File: config.mk
export PLATFORM = sky130hd
export DESIGN_NAME = store_buffer_be
export DESIGN_NICKNAME = d
export VERILOG_FILES = /design/src/rtl/store_pkg.sv /design/src/rtl/be_lane_gen.sv /design/src/rtl/store_buffer_be.sv
export SDC_FILE = /design/constraint.sdc
export NUM_CORES = 1
export LEC_CHECK = 0
export ABC_AREA = 1
export ABC_CLOCK_PERIOD_IN_PS = 5300
export CAP_MARGIN = 20
export CORE_MARGIN = 2
export CORE_UTILIZATION = 41
export CTS_BUF_LIST = sky130_fd_sc_hd__clkbuf_4 sky130_fd_sc_hd__clkbuf_8
export DETAILED_ROUTE_END_ITERATION = 8
export SYNTH_ARGS = -nofsm -noshare
export SYNTH_HDL_FRONTEND = slang
export SYNTH_HIERARCHICAL = 1
export SYNTH_SLANG_ARGS = --single-unit
File: constraint.sdc
create_clock -name clk -period 5.3 [get_ports clk]
set_input_delay 1.325 -clock clk [delete_from_list [all_inputs] [get_ports clk]]
set_output_delay 1.325 -clock clk [all_outputs]
set_load 0.01 [all_outputs]
File: src/rtl/store_pkg.sv
// Shared store-path definitions: opcodes, interrupt-ack address, log2 helper.
package store_pkg;

  localparam logic [2:0] ST_NONE = 3'd0;
  localparam logic [2:0] ST_SB   = 3'd1;
  localparam logic [2:0] ST_SH   = 3'd2;
  localparam logic [2:0] ST_SW   = 3'd3;
  localparam logic [2:0] ST_SD   = 3'd4;

  localparam logic [31:0] INT_ACK_ADDR_DEF = 32'h0000_7f20;

  // Ceiling log2 usable in constant expressions (returns 0 for v <= 1).
  function automatic int unsigned clog2(input int unsigned v);
    int unsigned r;
    r = 0;
    for (int i = 0; i < 31; i++) begin
      if ((32'd1 << i) < v) r = 32'(i + 1);
    end
    return r;
  endfunction

endpackage

File: src/rtl/be_lane_gen.sv
// Store lane formation: opcode + byte offset + raw data -> byte enables,
// lane-shifted write data and an alignment/illegal-op flag.
module be_lane_gen
  import store_pkg::*;
#(
  parameter  int unsigned DATA_W = 32,
  localparam int unsigned LANES  = DATA_W / 8,
  localparam int unsigned OFF_W  = clog2(LANES)
) (
  input  logic              i_valid,
  input  logic [2:0]        i_op,
  input  logic [OFF_W-1:0]  i_off,
  input  logic [DATA_W-1:0] i_data,
  output logic [LANES-1:0]  o_byteen,
  output logic [DATA_W-1:0] o_wdata,
  output logic              o_exc
);

  logic [OFF_W+2:0] w_shamt;
  logic             w_bad;

  assign w_shamt = {i_off, 3'b000};

  // Decode opcode into lane mask, shifted data and misalignment.
  always_comb begin
    o_byteen = '0;
    o_wdata  = '0;
    w_bad    = 1'b0;
    case (i_op)
      ST_NONE: ;
      ST_SB: begin
        o_byteen = LANES'(1) << i_off;
        o_wdata  = DATA_W'(i_data[7:0]) << w_shamt;
      end
      ST_SH: begin
        o_byteen = LANES'(3) << i_off;
        o_wdata  = DATA_W'(i_data[15:0]) << w_shamt;
        w_bad    = i_off[0];
      end
      ST_SW: begin
        o_byteen = LANES'(4'hF) << i_off;
        o_wdata  = DATA_W'(i_data[31:0]) << w_shamt;
        w_bad    = (i_off[1:0] != 2'b00);
      end
      ST_SD: begin
        o_byteen = '1;
        o_wdata  = i_data;
        w_bad    = (DATA_W != 64) || (i_off != '0);
      end
      default: w_bad = 1'b1;
    endcase
  end

  assign o_exc = i_valid & w_bad;

endmodule

File: src/rtl/store_buffer_be.sv
// Store buffer between MEM and the data bus: lane formation, DEPTH-entry
// FIFO with interrupt-ack injection, valid/ready drain and load hazard check.
module store_buffer_be
  import store_pkg::*;
#(
  parameter  int unsigned       DATA_W       = 32,
  parameter  int unsigned       ADDR_W       = 32,
  parameter  int unsigned       DEPTH        = 4,
  parameter  logic [ADDR_W-1:0] INT_ACK_ADDR = ADDR_W'(INT_ACK_ADDR_DEF),
  localparam int unsigned       LANES        = DATA_W / 8,
  localparam int unsigned       CNT_W        = clog2(DEPTH) + 1
) (
  input  logic              clk,
  input  logic              reset,
  input  logic              st_valid,
  input  logic [2:0]        st_op,
  input  logic [ADDR_W-1:0] st_addr,
  input  logic [DATA_W-1:0] st_data,
  input  logic              st_kill,
  input  logic              int_ack,
  output logic              st_ready,
  output logic              st_exc,
  input  logic [ADDR_W-1:0] ld_addr,
  output logic              ld_hazard,
  output logic              bus_valid,
  input  logic              bus_ready,
  output logic [ADDR_W-1:0] bus_addr,
  output logic [LANES-1:0]  bus_byteen,
  output logic [DATA_W-1:0] bus_wdata,
  output logic [CNT_W-1:0]  count
);

  localparam int unsigned OFF_W = clog2(LANES);
  localparam int unsigned PTR_W = clog2(DEPTH);

  logic [ADDR_W-1:0] r_addr_q [DEPTH];
  logic [LANES-1:0]  r_be_q   [DEPTH];
  logic [DATA_W-1:0] r_data_q [DEPTH];
  logic [PTR_W-1:0]  r_head;
  logic [PTR_W-1:0]  r_tail;
  logic [CNT_W-1:0]  r_count;
  logic              r_ack_pend;

  logic [LANES-1:0]  w_byteen;
  logic [DATA_W-1:0] w_wdata;
  logic              w_full;
  logic              w_ack_req;
  logic              w_ack_enq;
  logic              w_st_enq;
  logic              w_enq;
  logic              w_deq;
  logic [ADDR_W-1:0] w_ent_addr;
  logic [LANES-1:0]  w_ent_be;
  logic [DATA_W-1:0] w_ent_data;
  logic              w_unused_ld;

  be_lane_gen #(.DATA_W(DATA_W)) u_lane (
    .i_valid  (st_valid),
    .i_op     (st_op),
    .i_off    (st_addr[OFF_W-1:0]),
    .i_data   (st_data),
    .o_byteen (w_byteen),
    .o_wdata  (w_wdata),
    .o_exc    (st_exc)
  );

  // A pending or freshly pulsed ack owns the enqueue slot; the store waits.
  assign w_full     = (r_count == CNT_W'(DEPTH));
  assign w_ack_req  = r_ack_pend | int_ack;
  assign w_ack_enq  = w_ack_req & ~w_full;
  assign st_ready   = ~w_full & ~w_ack_req;
  assign w_st_enq   = st_valid & (st_op != ST_NONE) & ~st_exc & ~st_kill & st_ready;
  assign w_enq      = w_ack_enq | w_st_enq;
  assign w_deq      = bus_valid & bus_ready;

  assign w_ent_addr = w_ack_enq ? {INT_ACK_ADDR[ADDR_W-1:OFF_W], OFF_W'(0)}
                                : {st_addr[ADDR_W-1:OFF_W], OFF_W'(0)};
  assign w_ent_be   = w_ack_enq ? LANES'(1) : w_byteen;
  assign w_ent_data = w_ack_enq ? '0 : w_wdata;

  // Entry storage; validity is tracked by the pointers, so no reset needed.
  always_ff @(posedge clk) begin
    if (w_enq) begin
      r_addr_q[r_tail] <= w_ent_addr;
      r_be_q[r_tail]   <= w_ent_be;
      r_data_q[r_tail] <= w_ent_data;
    end
  end

  // Pointer, occupancy and ack-pending bookkeeping.
  always_ff @(posedge clk) begin
    if (reset) begin
      r_head     <= '0;
      r_tail     <= '0;
      r_count    <= '0;
      r_ack_pend <= 1'b0;
    end else begin
      if (w_enq) r_tail <= r_tail + PTR_W'(1);
      if (w_deq) r_head <= r_head + PTR_W'(1);
      case ({w_enq, w_deq})
        2'b10:   r_count <= r_count + CNT_W'(1);
        2'b01:   r_count <= r_count - CNT_W'(1);
        default: ;
      endcase
      r_ack_pend <= w_ack_req & w_full;
    end
  end

  assign count      = r_count;
  assign bus_valid  = (r_count != '0);
  assign bus_addr   = bus_valid ? r_addr_q[r_head] : '0;
  assign bus_byteen = bus_valid ? r_be_q[r_head]   : '0;
  assign bus_wdata  = bus_valid ? r_data_q[r_head] : '0;

  // Word-granular match of the load against every occupied entry.
  always_comb begin
    logic [PTR_W-1:0] v_rel;
    ld_hazard = 1'b0;
    for (int i = 0; i < DEPTH; i++) begin
      v_rel = PTR_W'(i) - r_head;
      if ((CNT_W'(v_rel) < r_count) &&
          (r_addr_q[i][ADDR_W-1:OFF_W] == ld_addr[ADDR_W-1:OFF_W]))
        ld_hazard = 1'b1;
    end
  end

  assign w_unused_ld = ^ld_addr[OFF_W-1:0];

endmodule
# ---- Word level (Yosys, flattened, before mapping)
# Memory sizes are Yosys's and may differ from the RTL's. A register that Yosys moved wholly into a read port is not among the register bits.
# Cells that the tools add are included.
# Widths: inputs -> output; s select.
dict set report op_classes {
  n_addsub 8
  magnitude_cmp 4
  n_eq_ne 11
  n_shift 6
  mux 22
  bitwise_logic 15
  n_reduce_logical 10
}
# cell count
set ops {}
lappend ops {{$mux 32} 4}
lappend ops {{$pmux 32 s4} 1}
lappend ops {{$eq 30x30->1} 4}
lappend ops {{$shl 16x5->32} 1}
lappend ops {{$shl 32x5->32} 1}
lappend ops {{$shl 8x5->32} 1}
lappend ops {{$pmux 4 s4} 1}
lappend ops {{$lt 2x3->1} 4}
lappend ops {{$mux 2} 6}
lappend ops {{$and 1x1->1} 9}
lappend ops {{$mux 4} 2}
lappend ops {{$eq 3x2->1 const B} 2}
lappend ops {{$eq 3x3->1 const B} 2}
lappend ops {{$mux 1} 6}
lappend ops {{$pmux 3 s2} 1}
lappend ops {{$reduce_bool 3->1} 2}
lappend ops {{$add 2x1->2 const B} 2}
lappend ops {{$logic_and 1x1->1} 4}
lappend ops {{$not 1->1} 4}
lappend ops {{$reduce_bool 2->1} 2}
lappend ops {{$shl 1x2->4 const A} 1}
lappend ops {{$shl 2x2->4 const A} 1}
lappend ops {{$shl 4x2->4 const A} 1}
lappend ops {{$sub 1x2->2 const A} 2}
lappend ops {{10 further kinds} 12}
dict set report totals {
  regBits 8
  mem_bits_rw 272
  inputBits 105
  out_inout_bits 75
  n_memories 3
}
# memory words width read_ports rd_clocked_by_memory_dff wr line_no
set mem_list {}
lappend mem_list {r_addr_q 4 32 5 1 1 store_buffer_be.sv:36} ;# logic [ADDR_W-1:0] r_addr_q [DEPTH];
lappend mem_list {r_data_q 4 32 1 1 1 store_buffer_be.sv:38} ;# logic [DATA_W-1:0] r_data_q [DEPTH];
lappend mem_list {r_be_q 4 4 1 1 1 store_buffer_be.sv:37} ;# logic [LANES-1:0] r_be_q [DEPTH];

# ---- Logic depth before layout (Yosys ltp)
# Gate-level depths: netlist of run 1.
dict set report depth {
  ltp_word 11
  depth_mapped 17
}

# ---- By module
# The synthesis of run 1 kept the hierarchy.
# mod instances cells_each area_per_inst_um2
set by_module_without_submodules {}
lappend by_module_without_submodules {store_buffer_be 1 1398 13235.2}
lappend by_module_without_submodules {be_lane_gen 1 251 1103.6}

# ---- Worst setup path before layout of run 1
# No wires, ideal clock.
dict set report synth_path {
  path_kind {in2reg}
  startpoint {input st_addr[0]}
  endpoint {memory r_addr_q[0][10] (enable)}
  arrival_ns 5.187
  t_required_ns 4.809
  setup_slack_ns -0.378
  stages 11
  n_path_buf 2
  path_cell_list {buf_2 inv_2 buf_4 nor3_2 nor2_1 a21boi_1 nor3b_1 nand3b_1 nand2_2 inv_2 nor2_1}
}
dict set report synth_via {
  elab_chain_len 10
}
# element line_no
set synth_rtl {}
lappend synth_rtl {{start, declared} store_buffer_be.sv:17} ;# input logic [ADDR_W-1:0] st_addr,
lappend synth_rtl {{$reduce_bool 2->1} be_lane_gen.sv:43} ;# w_bad = (i_off[1:0] != 2'b00);
lappend synth_rtl {{$pmux 1 s3 (*)} be_lane_gen.sv:29} ;# case (i_op)
lappend synth_rtl {{$and 1x1->1 (*)} be_lane_gen.sv:54} ;# assign o_exc = i_valid & w_bad;
lappend synth_rtl {{net st_exc} store_buffer_be.sv:22} ;# output logic st_exc,
lappend synth_rtl {{$not 1->1 (*)} store_buffer_be.sv:72} ;# assign w_st_enq = st_valid & (st_op != ST_NONE) & ~st_exc & ~st_kill & st_ready;
lappend synth_rtl {{$and 1x1->1 (*) (3 in series)} store_buffer_be.sv:72}
lappend synth_rtl {{$or 1x1->1 (*)} store_buffer_be.sv:73} ;# assign w_enq = w_ack_enq | w_st_enq;
lappend synth_rtl {{$mux 1 (*)} store_buffer_be.sv:83} ;# if (w_enq) begin
lappend synth_rtl {{$mux 1 (not written as such) (*)} store_buffer_be.sv:84} ;# r_addr_q[r_tail] <= w_ent_addr;
lappend synth_rtl {{end, declared} store_buffer_be.sv:36}
# Mark *: on every way through the listed nets, which the timed path passes. The rest lies on a longest branch.

# ---- Worst setup path in the final report of run 1
dict set report layout_path {
  startpoint {input ld_addr[14]}
  endpoint {output ld_hazard}
}
dict set report layout_via {
  elab_chain_len 6
  word_cells_on_any_way 12
}
# element line_no
set layout_rtl {}
lappend layout_rtl {{start, declared} store_buffer_be.sv:23} ;# input logic [ADDR_W-1:0] ld_addr,
lappend layout_rtl {{$eq 30x30->1} store_buffer_be.sv:122} ;# (r_addr_q[i][ADDR_W-1:OFF_W] == ld_addr[ADDR_W-1:OFF_W]))
lappend layout_rtl {{$logic_and 1x1->1} store_buffer_be.sv:121} ;# if ((CNT_W'(v_rel) < r_count) &&
lappend layout_rtl {{$mux 1 (3 in series)} store_buffer_be.sv:121}
lappend layout_rtl {{$mux 1 (*)} store_buffer_be.sv:121}
lappend layout_rtl {{end, declared} store_buffer_be.sv:24} ;# output logic ld_hazard,
# Every way passes the cells marked *; elsewhere a longest branch is shown, timed or not.

==> results of run 1 <==
## cells by family (layout without fill, tap and decap cells)
family | after synthesis | after routing | synth area share
and+or+nand+nor | 771 | 771 | 0.2139
AOI/OAI and AO/OA | 291 | 291 | 0.1048
DFF | 274 | 274 | 0.5668
buffers and inverters | 257 | 460 | 0.07749
xor gates and xnor gates | 45 | 45 | 0.02749
adders and majority gates | 10 | 10 | 0.009250
other | 1 | 4 | 0.0002615
## worst max-delay path, cell delays in order
cell and delay (ns):
clkdlybuf4s50_1 0.59, inv_2 0.08, nand2_1 0.06, nand2_1 0.05, nor2_1 0.30, nand2_1 0.08
nor2_1 0.14, nand3_1 0.09, nor2_1 0.09, nor2_1 0.05, nand2_1 0.11, clkdlybuf4s50_1 0.55
## final timing paths
check | end | slack (ns) | depth (start not counted)
setup reg to reg | count[2] | 2.92 | 14
hold reg to reg | r_tail[0] | 0.51 | 1
setup / recovery | ld_hazard | 0.45 | 12
hold / removal | r_tail[0] | 0.51 | 1
## layout make-up
cell class	instances	area, µm²
inverter	182	684.4
sequential	274	8133
antenna	2	5.005
tap	455	569.3
multi-input combinational	1119	5140
timing repair buffer	198	1974
fill	3268	17090
clock buffer	66	802.0
clock inverter	14	61.31
## routing by layer
metal / vias to the layer above / share of wire
met5: - / 0.00035
met4: 2 / 0.020
met3: 65 / 0.070
met2: 379 / 0.50
met1: 5472 / 0.41
li1: 5718 / -
## flip-flops by register name, summed over array words and instances (netlist names), named ones only
name and flops:
r_ack_pend 1, r_data_q 128, count 3, r_be_q 16, r_head 2, r_addr_q 120
r_tail 2
## where the power goes
part | internal, mW | switching, mW | total (mW)
clock network | 0.965 | 0.797 | 1.76
logic | 1.17 | 1.78 | 2.95
registers | 2.74 | 0.187 | 2.93
total | 4.87 | 2.76 | 7.64
## synth_stat cells, drive strengths merged (10+ instances only)
cell type	number	share of area
inv	181	0.047
nand3	49	0.017
or2	14	0.0061
a21oi	117	0.041
buf	55	0.024
dfxtp	10	0.014
nor2	346	0.093
nand2	352	0.093
clkbuf	20	0.0058
xnor2	28	0.017
xor2	17	0.010
o21ai	157	0.055
edfxtp	264	0.55
==> run summary, run 1 <==
## Run status
• **status** finished clean

## Floorplanning
• **DIE WIDTH** 191.0 µm
• **area of the die** 36480 µm²
• **core outline area** 34460 µm²
• **total number of placement rows** 68
• **die span in y** 191.0 µm
• **I/O pin count** 180
• **initial standard-cell utilization of the core** 0.4161

## Setup path
• **CP startpoint** ld_addr[14]
• **endpoint class of the critical path** output pin
• **data arrival time of the critical path** 3.53 ns
• **Critical Setup Path Class** input port to output pin
• **origin of the critical flop-to-flop path** count[1]
• **Worst EP required** 3.97 ns
• **crit path launch type** input port
• **maximum fanout along the worst path** 5

## STA
• **Final Hold Vio Count** 0
• **setup repair after global routing missed its margin** false
• **crit path setup slack, layout** 0.4452 ns
• **Setup Skew** 0.01829 ns
• **number of max-slew violations in the final report** 0
• **actual slew at the worst max-slew pin** 0.9090 ns
• **worst-case headroom to the max-slew limit** 0.3940
• **total negative setup slack** 0 ns
• **Setup Viol. Count Final** 0
• **final worst-path cycle share** 0.9160
• **Max Freq** 0.2060 GHz
• **smallest hold slack** 0.5106 ns
• **time the worst path needs with I/O delays and setup** 4.855 ns

## Clock network
• **H-tree depth** 2
• **Clk Latency, worst-skew pair** 0.56 ns
• **cts hold-fix bufs** 0
• **TritonCTS clock tree** built
• **clock-pin slew reported for the worst setup and hold paths after clock tree synthesis** 0.05 ns
• **Num Clock Sinks** 274
• **buffer count from post-CTS setup fixing** 0
• **clk root buf** clkbuf_8
• **number of instances resized during post-cts repair** 0
• **number of buffers added by the clock tree synthesis step** 47
• **Bufs on Longest Clock Path** 3

## Global routing
• **GR Util met1** 0.2734
• **largest net degree at the start of global routing** 74
• **total grt overflow** 0
• **global routing met3 resource utilization** 0.04149
• **first-pass GRT wire length** 60.93 mm
• **number of global-route vias before repair** 11190
• **most utilized layer in the global route result** met2
• **met2 track demand over resource in global routing** 0.3855
• **total routing resource utilization after global routing** 0.2192
• **initial antenna violation count** 3

## Pwr
• **areal power density over the cells** 439.6 nW/µm²
• **largest voltage drop on the vdd net** 0.3300 mV
• **static power due to leakage** 6.870 nW
• **total power after layout** 7.636 mW

## Placement
• **Placement Setup Slack** 0.5021 ns
• **Post-Place Cell Area** 16500 µm²
• **post-placement cell count** 2228
• **detailed placer's ending HPWL** 26.08 mm
• **placer's final routability congestion estimate** 0.8773
• **IO Port Bufs** 175

## Yosys
• **distinct cell type count of the synthesized netlist** 38
• **post-synthesis sequential area ratio** 0.5668
• **register bit total from synthesis** 274
• **count of flip-flops with a built-in enable after synthesis** 264
• **warnings from Yosys** 6
• **commonest register cell after synthesis** edfxtp_1
• **post-synthesis instance area** 14340 µm²
• **Cells after Synth** 1649
• **fraction of registers with async set or reset after synthesis** 0
• **Post-Synthesis Mean Instance Area** 8.695 µm²

## Cells and area
• **count of nets after finishing** 1937
• **commonest non-fill, non-tap cell in the layout** nand2_1
• **post-route non-filler standard cell count** 2310
• **area added between synthesis and finish** 21.13%
• **fraction of final layout cells with drive strength greater than 1** 0.07771
• **most frequent cells in the layout** nand2_1, nor2_1, edfxtp_1
• **design area** 17370 µm²
• **utilization after layout** 0.5041

## Routing
• **count of routing violations after the opening detailed-route iteration** 967
• **Pre-antenna DRT Iters** 5
• **via count** 11640
• **DRC viols** 0
• **detail-routed via count per cell** 5.037
• **wire length per cell after detailed routing** 17.43 µm
• **number of routed nets with antenna violations** 0
• **aggregate routed wire length** 40.27 mm

## Job
• **Max-cap violations** 0

## Min path
• **classification of the worst-slack hold path** flop to flop
• **Hold Crit Start** r_tail[0]

No activity file was read; power rests on OpenSTA's default activity.
==> run 2: changes to the inputs <==
--- a/config.mk
+++ b/config.mk
@@ -12,6 +12,7 @@
 export CORE_UTILIZATION = 41
 export CTS_BUF_LIST = sky130_fd_sc_hd__clkbuf_4 sky130_fd_sc_hd__clkbuf_8
 export DETAILED_ROUTE_END_ITERATION = 8
+export PLACE_DENSITY = 0.65
 export SYNTH_ARGS = -nofsm -noshare
 export SYNTH_HDL_FRONTEND = slang
 export SYNTH_HIERARCHICAL = 1
==> run 2 against run 1 <==
Compared with the run above: largest cell class unchanged; clock skew increased by 0.030 ns; critical path type unchanged; combinational power about the same; hold slack improved by 0.016 ns; die area unchanged; critical path depth unchanged; highest routed layer is now met4; cell area decreased by 0.22%; maximum frequency increased by 1.1%; clock power about the same; utilization decreased by 0.11 points; global-route usage decreased by 0.18 points.
==> run summary, run 2 (synthesis results as in run 1) <==
## Routing
• **count of routing violations after the opening detailed-route iteration** 810, -16%
• **aggregate routed wire length** 40.03 mm, -0.61%
• **Pre-antenna DRT Iters** 5, unchanged
• **DRC viols** 0, unchanged
• **number of routed nets with antenna violations** 0, unchanged
• **detail-routed via count per cell** 5.072, +0.70%
• **wire length per cell after detailed routing** 17.32 µm, -0.65%
• **via count** 11720, +0.74%

## Floorplanning
• **die span in y** 191.0 µm, unchanged
• **I/O pin count** 180, unchanged
• **DIE WIDTH** 191.0 µm, unchanged
• **area of the die** 36480 µm², unchanged
• **core outline area** 34460 µm², unchanged
• **total number of placement rows** 68, unchanged
• **initial standard-cell utilization of the core** 0.4161, unchanged

## Clock network
• **buffer count from post-CTS setup fixing** 0, unchanged
• **number of buffers added by the clock tree synthesis step** 46, -2.1%
• **Bufs on Longest Clock Path** 3, unchanged
• **Clk Latency, worst-skew pair** 0.58 ns, +0.02 ns
• **TritonCTS clock tree** built
• **number of instances resized during post-cts repair** 0, unchanged
• **clk root buf** clkbuf_8
• **H-tree depth** 2, unchanged
• **clock-pin slew reported for the worst setup and hold paths after clock tree synthesis** 0.06 ns, about the same
• **Num Clock Sinks** 274, unchanged
• **cts hold-fix bufs** 0, unchanged

## Pwr
• **largest voltage drop on the vdd net** 0.2262 mV, -31%
• **total power after layout** 7.658 mW, +0.29%
• **static power due to leakage** 6.865 nW, about the same
• **areal power density over the cells** 441.9 nW/µm², +0.51%

## STA
• **setup repair after global routing missed its margin** false
• **Setup Viol. Count Final** 0, unchanged
• **final worst-path cycle share** 0.9060, -0.009972
• **crit path setup slack, layout** 0.4981 ns, +0.05285 ns
• **Final Hold Vio Count** 0, unchanged
• **worst-case headroom to the max-slew limit** 0.3672, -0.02680
• **time the worst path needs with I/O delays and setup** 4.802 ns, -0.05285 ns
• **Max Freq** 0.2083 GHz, +1.1%
• **number of max-slew violations in the final report** 0, unchanged
• **actual slew at the worst max-slew pin** 0.9461 ns, +0.03713 ns
• **total negative setup slack** 0 ns, unchanged
• **Setup Skew** 0.04811 ns, +0.02982 ns

## Global routing
• **number of global-route vias before repair** 11350, +1.5%
• **total grt overflow** 0, unchanged
• **largest net degree at the start of global routing** 67, -9.5%
• **first-pass GRT wire length** 60.94 mm, about the same
• **total routing resource utilization after global routing** 0.2174, -0.001780
• **initial antenna violation count** 1, -2

## Cells and area
• **utilization after layout** 0.5030, -0.001090
• **count of filler cells inserted in the layout** 3219, -1.5%
• **design area** 17330 µm², -0.22%
• **count of nets after finishing** 1937, unchanged
• **biggest regs** r_data_q x128, r_addr_q x120, r_be_q x16
• **register bank with the most flops** r_data_q
• **most frequent cells in the layout** nand2_1, nor2_1, edfxtp_1
• **commonest non-fill, non-tap cell in the layout** nand2_1
• **number of flip-flops in the largest register** 128, unchanged
• **fraction of final layout cells with drive strength greater than 1** 0.07871, +0.0009944
• **area added between synthesis and finish** 20.87%

## Setup path
• **endpoint class of the critical path** output pin
• **Worst EP required** 3.97 ns, about the same
• **Critical Setup Path Class** input port to output pin
• **maximum fanout along the worst path** 5, unchanged
• **crit path launch type** input port
• **data arrival time of the critical path** 3.48 ns, -0.05 ns

## Placement
• **IO Port Bufs** 175, unchanged
• **placer's final routability congestion estimate** 0.9558, +8.9%
• **Placement Setup Slack** 0.5173 ns, +0.01527 ns
• **Post-Place Cell Area** 16460 µm², -0.26%
• **detailed placer's ending HPWL** 26.08 mm, about the same

## Job
• **Max-cap violations** 0, unchanged

## Min path
• **classification of the worst-slack hold path** flop to flop

## Run status
• **status** finished clean

run 2: report_power, final:
group	total [mW]	internal, mW	switching, mW
Sequential	2.90	2.74	0.159
Combinational	2.97	1.17	1.80
Clock	1.78	0.971	0.812
run 2: area by class of cell:
class	instances	area (µm²)	area share
Inverter	182	684.4	0.03949
Clock buffer	68	804.5	0.04642
Multi-Input combinational cell	1119	5140	0.2966
Tap cell	455	569.3	0.03285
Antenna cell	1	2.502	0.0001444
Timing Repair Buffer	199	1932	0.1115
Sequential cell	274	8133	0.4692
Clock inverter	13	66.31	0.003826
run 2: through the flow:
stage / hold WS [ns] / std cells
final: 0.5269 / 2311
after global routing: 0.5687 / 2311
after CTS: 0.5269 / 2310
after detailed placement: 0.5107 / 2229
after global placement: 0.4855 / 2229
after floorplan: 0.4655 / 1650
run 2: worst paths after layout:
kind | startpoint | endpoint | slack (ns) | cells after the start
max | ld_addr[27] | ld_hazard | 0.50 | 12
min reg2reg | r_tail[0] | r_tail[0] | 0.53 | 1
max reg2reg | count[2] | count[1] | 2.43 | 11
min | r_tail[0] | r_tail[0] | 0.53 | 1
run 2: worst max-delay path, stage by stage:
cell	delay, ns
clkdlybuf4s50_1	0.61
inv_2	0.10
nand2_1	0.11
o21ai_0	0.09
nor2_1	0.10
nand2_1	0.06
nor2_1	0.17
nand3_1	0.10
nor2_1	0.10
nor2_1	0.05
nand2_1	0.10
clkdlybuf4s50_1	0.55
run 2: per-layer routing:
metal | up-vias | share of wire | global-route usage
met5 | - | 0 | 0
met4 | 0 | 0.026 | 0.07513
met3 | 76 | 0.069 | 0.03947
met2 | 428 | 0.49 | 0.3783
met1 | 5496 | 0.42 | 0.2711
li1 | 5722 | - | -
